### src/rtl/ifid_hazard.sv
// ifid_hazard: IF/ID pipeline register with load-use stall, branch flush and event counters.
module ifid_hazard #(
  parameter int CNT_W = 16
) (
  input  logic             clk,
  input  logic             rst_n,
  input  logic [31:0]      pc4_IF,
  input  logic [31:0]      instr_IF,
  input  logic             branch_taken,
  input  logic [2:0]       MemRead_inIDEX,
  input  logic [4:0]       rt_inIDEX,
  output logic [31:0]      instr_inIFID,
  output logic [31:0]      pc4_inIFID,
  output logic             valid_inIFID,
  output logic [4:0]       rs,
  output logic [4:0]       rt,
  output logic [4:0]       rd,
  output logic [4:0]       sa,
  output logic [15:0]      imm16,
  output logic             pc_write,
  output logic             bubble,
  output logic [CNT_W-1:0] stall_cnt,
  output logic [CNT_W-1:0] flush_cnt
);
  logic [31:0]      instr_q, instr_d, pc4_q, pc4_d;
  logic             valid_q, valid_d;
  logic [CNT_W-1:0] stall_cnt_q, stall_cnt_d, flush_cnt_q, flush_cnt_d;
  logic             hazard, stall;
  assign instr_inIFID = instr_q;
  assign pc4_inIFID   = pc4_q;
  assign valid_inIFID = valid_q;
  assign rs           = instr_q[25:21];
  assign rt           = instr_q[20:16];
  assign rd           = instr_q[15:11];
  assign sa           = instr_q[10:6];
  assign imm16        = instr_q[15:0];
  assign stall_cnt    = stall_cnt_q;
  assign flush_cnt    = flush_cnt_q;
  assign pc_write     = ~stall;
  assign bubble       = stall | branch_taken | ~valid_q;
  // A flush wins over a stall: the held instruction is wrong-path anyway.
  always_comb begin
    hazard      = valid_q && (MemRead_inIDEX != 3'd0) && (rt_inIDEX != 5'd0) &&
                  (rt_inIDEX == instr_q[25:21] || rt_inIDEX == instr_q[20:16]);
    stall       = hazard && !branch_taken;
    instr_d     = branch_taken ? 32'd0 : stall ? instr_q : instr_IF;
    pc4_d       = (branch_taken || stall) ? pc4_q : pc4_IF;
    valid_d     = branch_taken ? 1'b0 : stall ? valid_q : 1'b1;
    stall_cnt_d = stall_cnt_q + {{(CNT_W-1){1'b0}}, stall && !(&stall_cnt_q)};
    flush_cnt_d = flush_cnt_q + {{(CNT_W-1){1'b0}}, branch_taken && !(&flush_cnt_q)};
  end
  always_ff @(posedge clk or negedge rst_n) begin
    if (!rst_n) begin
      instr_q     <= '0;
      pc4_q       <= '0;
      valid_q     <= 1'b0;
      stall_cnt_q <= '0;
      flush_cnt_q <= '0;
    end else begin
      instr_q     <= instr_d;
      pc4_q       <= pc4_d;
      valid_q     <= valid_d;
      stall_cnt_q <= stall_cnt_d;
      flush_cnt_q <= flush_cnt_d;
    end
  end
endmodule

### config.mk
export PLATFORM = sky130hd
export DESIGN_NAME = ifid_hazard
export DESIGN_NICKNAME = d
export VERILOG_FILES = /design/src/rtl/ifid_hazard.sv
export SDC_FILE = /design/constraint.sdc
export NUM_CORES = 1
export LEC_CHECK = 0
export BUFFER_PORTS_ARGS = -buffer_cell sky130_fd_sc_hd__buf_2
export CAP_MARGIN = 30
export CELL_PAD_IN_SITES_DETAIL_PLACEMENT = 1
export CELL_PAD_IN_SITES_GLOBAL_PLACEMENT = 1
export CORE_ASPECT_RATIO = 0.9
export CORE_MARGIN = 2
export CORE_UTILIZATION = 38
export CTS_CLUSTER_SIZE = 28
export DETAILED_ROUTE_END_ITERATION = 7
export PLACE_DENSITY_LB_ADDON = 0.05
export SLEW_MARGIN = 10
export SYNTH_ARGS = -nofsm -noshare
export SYNTH_HDL_FRONTEND = slang
export SYNTH_SLANG_ARGS = --single-unit
### constraint.sdc
create_clock -name clk -period 4.05 [get_ports clk]
set_input_delay 0.2025 -clock clk [delete_from_list [all_inputs] [get_ports clk]]
set_output_delay 0.2025 -clock clk [all_outputs]
set_load 0.1 [all_outputs]
Word level (Yosys, flattened, before mapping)
Index checks and enable logic that the tools add are counted.

operators by class
  $add $sub $neg = 2
  $mul = 0
  divide/modulo/power cells = 0
  order comparisons = 0
  eq/ne operators = 3
  shifts and indexed selects = 0
  muxes and demuxes = 4
  bitwise operators = 4
  reduce and logical (&&, ||, !) cells = 15

operators by type and width
  cell                                  number
  2-to-1 mux 32 bit                     2
  adder 16 x 1 -> 16 bit                2
  AND reduction 16 bit                  2
  equality test 5 bit                   2
  logical AND 1 bit                     6
  nonzero test 5 bit                    1
  logical NOT 1 bit                     3
  nonzero test 3 bit                    1
  logical OR 1 bit                      2
  2-to-1 mux 1 bit                      2
  != test 2 bit, second input constant  1
  NOT 1 bit                             2
  OR 1 bit                              2

storage, ports and cells
  flip-flop bits (word level) = 97
  bits in latches = 0
  memory bits (writable) = 0
  bits in read-only memories = 0
  bits of input ports = 75
  output and inout bits = 135
  logic and storage cells = 33
  memories kept = 0

Longest topological paths before layout
Gate-level depths: netlist of run 1.

  depth in word-level cells = 7
  mapped depth = 13
  gate-level depth less buffers = 11

Worst setup path after synthesis of run 1
No wires, ideal clock.

  path type = reg-to-reg
  from = register instr_q[21] (netlist: instr_inIFID[21])
  to = register stall_cnt_q[12] (netlist: stall_cnt[12])
  setup time = 159 ps
  arrival = 3051 ps
  data required time = 3891 ps
  setup slack = 840 ps
  stages on the path, launching flop included = 14
  path buffers = 2
  period minus slack after synthesis = 3210 ps
  cell sequence = dfrtp_1 > xnor2_1 > nand3_1 > o22ai_4 > and2_1 > buf_4 > buf_4 > o311a_1 > ha_1 > ha_1 > nand2_1 > nor2_1 > nand3_1 > xnor2_1

between the ends
  word-level cells in the longest chain between the ends = 6

RTL lines
  element                   RTL line  RTL
  start: declaration        25        logic [31:0] instr_q, instr_d, pc4_q, pc4_d;
  start signal: assignment  60        instr_q <= instr_d;
  equality test 5 bit       44        (rt_inIDEX == instr_q[25:21] || rt_inIDEX == instr_q[20:16]);
  logical OR 1 bit          44
  logical AND 1 bit         43        hazard = valid_q && (MemRead_inIDEX != 3'd0) && (rt_inIDEX != 5'd0) &&
  logical AND 1 bit         45        stall = hazard && !branch_taken;
  logical AND 1 bit         49        stall_cnt_d = stall_cnt_q + {{(CNT_W-1){1'b0}}, stall && !(&stall_cnt_q)};
  adder 16 x 1 -> 16 bit    49
  net stall_cnt_d[12]       27        logic [CNT_W-1:0] stall_cnt_q, stall_cnt_d, flush_cnt_q, flush_cnt_d;
  end signal: assignment    63        stall_cnt_q <= stall_cnt_d;
  end: declaration          27

The timed path passes the listed nets, and every way through them passes these cells.
A chain may end at the register's enable or synchronous reset.

Final worst setup path of run 1
  from = register valid_q (netlist: valid_inIFID)
  to = output port pc_write

between the ends
  word-level cells in the longest chain between the ends = 5

RTL lines
  element                          RTL line  RTL
  start: declaration               26        logic valid_q, valid_d;
  start signal: assignment         62        valid_q <= valid_d;
  logical AND 1 bit (3 in series)  43
  logical AND 1 bit                45
  NOT 1 bit                        39        assign pc_write = ~stall;
  end: declaration                 20        output logic pc_write,

No other way between the ends.

==> results_dict.tcl, run 1 <==
set metrics [dict create \
    status "complete, no violations" \
    dpl.cell_count 702 \
    diodes 0 \
    die_w_um 118 \
    port_buffers 209 \
    max_clock_freq_ghz 0.362 \
    antenna_found_initial 1 \
    hold_start "pc4_IF[1]" \
    crit_family "buffers and inverters" \
    slew_headroom_pct 54.1 \
    timing.final.max_slew_violations 0 \
    fin_setup_tns_ns 0 \
    path_buf_inv 3 \
    clock_latency_ns 0.34 \
    nets 637 \
    gp_congestion 0.766 \
    cts_tree "built" \
    rows 37 \
    synth.distinct_cells 30 \
    crit_arrival_ns 2.56 \
    drv_cap 0 \
    layout_commonest_cell "buf_2" \
    worstSetupStartpointType "flop" \
    r2r-start "valid_inIFID$_DFFE_PN0P_" \
    htree_levels 3 \
    design.die.area_sq_um 12700 \
    wl_per_cell_um 16.9 \
    postCtsResizedCells 0 \
    grt_pass1_vias 3568 \
    fin_cells 717 \
    hold_viol_final 0 \
    grt.total_usage_pct 19.4 \
    finalWirelength_um 12100 \
    vias 3530 \
    syn_avg_cell_area_sq_um 11.5 \
    ir_worst_vdd_uv 262 \
    ys_seq_elements 97 \
    cts.sinks 97 \
    layout_common_cells "buf_2, dfrtp_1, nand2_1" \
    synth_nets 467 \
    ys_seq_area_share_pct 54.2 \
    worstMarginPinSlew_ns 0.689 \
    areaGrowthSynthToFinish_pct 26.8 \
    clk_pin_slew_ns 0.07 \
    fin_crit_ns 2.76 \
    drc 0 \
    initial_core_util_pct 39.0 \
    core_area_sq_um 11500 \
    period_share_pct 68.2 \
    setup_viol 0 \
    p_per_area_nw_per_um2 573 \
    drtIter0Drc 127 \
    grt_pass1_wl_um 19200 \
    gr-total-overflow 0 \
    cp_max_fo 33 \
    multi_input_area_sq_um 1660 \
    holdCritPathClass "in2reg" \
    synth.largest_area_cell "dfrtp_1" \
    cts_root_buffer "clkbuf_16" \
    fill_cells 1306 \
    rsz0062_at_grt "false" \
    worstSetupStartpoint "valid_inIFID$_DFFE_PN0P_" \
    drive_gt1_share_pct 47.1 \
    cp.required_ns 3.85 \
    grt_max_degree 68 \
    firstDrtPassIters 4 \
    synth_top_area_share_pct 54.2 \
    postRouteAntennaNets 0 \
    detail_route.vias_per_cell 4.92 \
    die_h_um 107 \
    crit_chain "o31ai_1, a21oi_4, buf_4, and2_1, buf_4, nand2_1, buf_2" \
    worstSetupEndpointType "output port" \
    io_pins 210 \
    dp_hpwl_um 8990 \
    synthCells 388 \
    cts_inserted_buffers 9 \
    clock_path_buffers 2 \
    crit_type "reg2out" \
    yosys-top-cells-area "dfrtp_1, mux2_1, buf_4, xnor2_1, a31o_2" \
    max_stage_delay_ns 0.38 \
    crit_top_cell "buf_4" \
    leakage_uw 0.00294 \
    seqCellArea_sq_um 2430 \
    netlist_area_sq_um 4480 \
    worst_path_max_delay_cell "a21oi_4" \
    clock_skew_ns 0.00641 \
    synth_warnings 0 \
]
worst paths after layout:
kind                                               to  slack, ns  depth (start not counted)
max in group asynchronous  pc4_inIFID[29]$_DFFE_PN0N_       2.55                          3
min in group asynchronous      flush_cnt[7]$_DFF_PN0_       0.44                          2
hold / removal              pc4_inIFID[1]$_DFFE_PN0N_       0.08                          2
setup reg to reg              stall_cnt[12]$_DFF_PN0_       1.32                         11
hold reg to reg            pc4_inIFID[29]$_DFFE_PN0N_       0.48                          1
setup / recovery                             pc_write       1.29                          7
per-stage QoR:
step	hold slack (ns)	util [%]	instance area, sq um	worst slack, ns	power (uW)
floorplan	-0.0931	-	4480	0.840	2280
global placement	0.297	46.8	5370	1.42	2480
detailed placement	0.298	47.0	5400	1.30	2510
CTS	0.0654	49.4	5670	1.22	3300
global route	0.0720	49.4	5670	1.07	3380
finish	0.0771	49.4	5670	1.29	3250
final cells by class:
class	count	share of cell area, %
flip-flops and latches	97	42.8
inverters	2	0.132
clock buffers	11	4.28
repair buffers	216	19.8
well taps	156	3.44
clock inverters	3	0.331
multi-input cells	232	29.2
sequential cells by signal (all words and copies together), names as in the netlist:
register and cells:
instr_inIFID 32, pc4_inIFID 32, valid_inIFID 1, stall_cnt 16, flush_cnt 16
Yosys cell counts, drive strengths merged:
cell type,n
a21oi,35
a31o,32
and2,2
and3,2
and4,3
buf,46
clkbuf,11
dfrtp,97
ha,4
inv,2
mux2,32
nand2,48
nand3,10
nand4,10
nor2,10
nor3,2
o22ai,1
o311a,1
o31ai,1
or4,1
xnor2,30
xor2,8
where the power goes:
part	switching [uW]	internal (uW)	total, uW
clock network	347	425	773
registers	88.0	1070	1160
logic	1120	202	1320
routing by layer:
metal	vias up	share of wire, %	GRT usage [%]
met3	12	7.6	7.07
met4	2	1.2	5.36
li1	1650	-	-
met1	1740	40	23.0
met2	126	51	33.3
met5	-	0.11	0
kinds of logic after synthesis:
| family | Yosys count | share of synthesized area, % |
|---|---|---|
| adders and majority gates | 4 | 1.12 |
| buffers and inverters | 59 | 8.89 |
| muxes | 32 | 8.05 |
| xor gates and xnor gates | 38 | 7.44 |
| AOI/OAI and AO/OA | 70 | 11.4 |
| DFF | 97 | 54.2 |
| and+or+nand+nor | 88 | 8.92 |
what timing repair did:
item,in CTS,in global routing
hold buffers,1,0
endpoints found under the hold margin,53,0
buffers inserted,0,0
endpoints found under the setup margin,0,0
Note: power is estimated with default switching activity, not from simulation.
==> inputs of run 2 (changes only) <==
--- a/config.mk
+++ b/config.mk
@@ -11,7 +11,7 @@
 export CELL_PAD_IN_SITES_GLOBAL_PLACEMENT = 1
 export CORE_ASPECT_RATIO = 0.9
 export CORE_MARGIN = 2
-export CORE_UTILIZATION = 38
+export CORE_UTILIZATION = 35
 export CTS_CLUSTER_SIZE = 28
 export DETAILED_ROUTE_END_ITERATION = 7
 export PLACE_DENSITY_LB_ADDON = 0.05
==> constraint.sdc (replaced) <==
create_clock -name clk -period 2.75 [get_ports clk]
set_input_delay 0.1375 -clock clk [delete_from_list [all_inputs] [get_ports clk]]
set_output_delay 0.1375 -clock clk [all_outputs]
set_load 0.1 [all_outputs]
==> run 2 against run 1 <==
- non-clock buffer count increased by 12
- worst setup slack got worse by 1.0 ns
- global-route usage fell by 0.76 points
- final cell count increased by 3.2%
- via count grew 0.57%
- clock power grew 64%
- clock skew is essentially flat
- wire length up 3.0%
- flip-flop and latch count is the same
- utilization down 2.5 points
- critical path depth increased by 2
- critical endpoint is now flush_cnt[15]$_DFF_PN0_
- largest cell class unchanged
- highest routed layer is now met4
==> results_dict.tcl, run 2 (synthesis gave the netlist of run 1 again) <==
set metrics [dict create \
    worstMarginPinSlew_ns 0.714 \
    gr-total-overflow 0 \
    die_h_um 111 \
    htree_levels 3 \
    placed_area_sq_um 5470 \
    layout_common_cells "buf_2, dfrtp_1, nand2_1" \
    drc 0 \
    leakage_uw 0.00299 \
    gp_congestion 0.788 \
    crit_arrival_ns 2.73 \
    wl_per_cell_um 16.8 \
    cts_hold_buffers 13 \
    rows 39 \
    cp_max_fo 6 \
    crit_chain "nand4_1, nor2_1, and4_1, a21oi_1, ha_1, nand3_1, or4_1, nor2_1, xor2_1" \
    grt_pass1_vias 3615 \
    vias 3550 \
    detail_route.vias_per_cell 4.80 \
    cts_tree "built" \
    cts.sinks 97 \
    grt_max_degree 55 \
    max_stage_delay_ns 0.62 \
    setup_viol 0 \
    core_area_sq_um 12600 \
    timing.final.max_slew_violations 0 \
    rsz0062_at_grt "false" \
    grt.total_usage_pct 18.6 \
    hold_viol_final 0 \
    period_share_pct 89.4 \
    p_per_area_nw_per_um2 838 \
    design.die.area_sq_um 13700 \
    layout_commonest_cell "buf_2" \
    drive_gt1_share_pct 48.9 \
    worstSetupStartpointType "flop" \
    antenna_found_initial 1 \
    whs_ns 0.00969 \
    grt_pass1_wl_um 19700 \
    clock_skew_ns 0.00664 \
    finalWirelength_um 12400 \
    crit_top_cell "nor2_1" \
    fin_setup_tns_ns 0 \
    holdCritPathClass "in2reg" \
    fin_crit_ns 2.46 \
    port_buffers 209 \
    worstSetupEndpointType "flop" \
    cp.required_ns 3.02 \
    drtIter0Drc 132 \
    ir_worst_vdd_uv 592 \
    crit_type "reg2reg" \
    areaGrowthSynthToFinish_pct 31.9 \
    cts_root_buffer "clkbuf_16" \
    slew_headroom_pct 52.4 \
    nets 649 \
    max_clock_freq_ghz 0.407 \
    postLayoutCellArea_sq_um 5900 \
    clk_pin_slew_ns 0.07 \
    firstDrtPassIters 4 \
    dp_hpwl_um 8880 \
    io_pins 210 \
    drv_cap 0 \
    post-cts-setup-buffers 0 \
    postRouteAntennaNets 0 \
    clock_latency_ns 0.34 \
    cts_inserted_buffers 9 \
    initial_core_util_pct 35.5 \
    worst_path_max_delay_cell "or4_1" \
    die_w_um 123 \
    clock_path_buffers 2 \
    status "complete, no violations" \
    postCtsResizedCells 0 \
]
run 2: layout make-up:
type	count	area [sq um]
Multi-Input combinational cell	232	1660
Tap cell	164	205
Clock buffer	12	246
Fill cell	1415	6690
Antenna cell	1	2.50
Inverter	2	7.51
Sequential cell	97	2470
Timing Repair Buffer	228	1260
Clock inverter	4	51.3
run 2: worst max-delay path, delay by kind of cell, from the launching register on:
family	cells	cell delay, ns
simple gates	6	1.45
flops	1	0.45
fa+ha+maj	1	0.18
xor+xnor	1	0.16
compound gates	1	0.14
run 2: power by group:
group          internal, uW  switching [uW]  total [uW]
registers              1590             128        1710
clock network           733             539        1270
logic                   312            1650        1960
run 2: path summary, 6_finish.rpt:
check	startpoint	endpoint	slack [ns]	cells past startpoint
min in group asynchronous	rst_n	flush_cnt[6]$_DFF_PN0_	0.39	2
worst max-delay path	flush_cnt[3]$_DFF_PN0_	flush_cnt[15]$_DFF_PN0_	0.29	9
max in group asynchronous	rst_n	instr_inIFID[20]$_DFFE_PN0P_	1.65	3
worst min register to register	pc4_inIFID[12]$_DFFE_PN0N_	pc4_inIFID[12]$_DFFE_PN0N_	0.48	1
worst min-delay path	pc4_IF[18]	pc4_inIFID[18]$_DFFE_PN0N_	0.01	2
worst max register to register	flush_cnt[3]$_DFF_PN0_	flush_cnt[15]$_DFF_PN0_	0.29	9
run 2: routing by layer:
layer | track usage (%) | share of wire, % | vias to the layer above
met5 | 0 | 0 | -
li1 | - | - | 1675
met3 | 5.35 | 6.7 | 12
met2 | 30.6 | 49 | 114
met4 | 5.08 | 1.3 | 0
met1 | 23.8 | 43 | 1749
run 2: metrics by stage:
stage	std cells	util, %	setup slack (ns)	power (uW)
after floorplan	388	-	-0.0257	3360
after global routing	739	46.9	0.0585	5140
after global placement	710	43.5	0.404	3690
final	740	46.9	0.291	4950
after detailed placement	710	43.5	0.274	3700
after CTS	739	46.9	0.246	5010
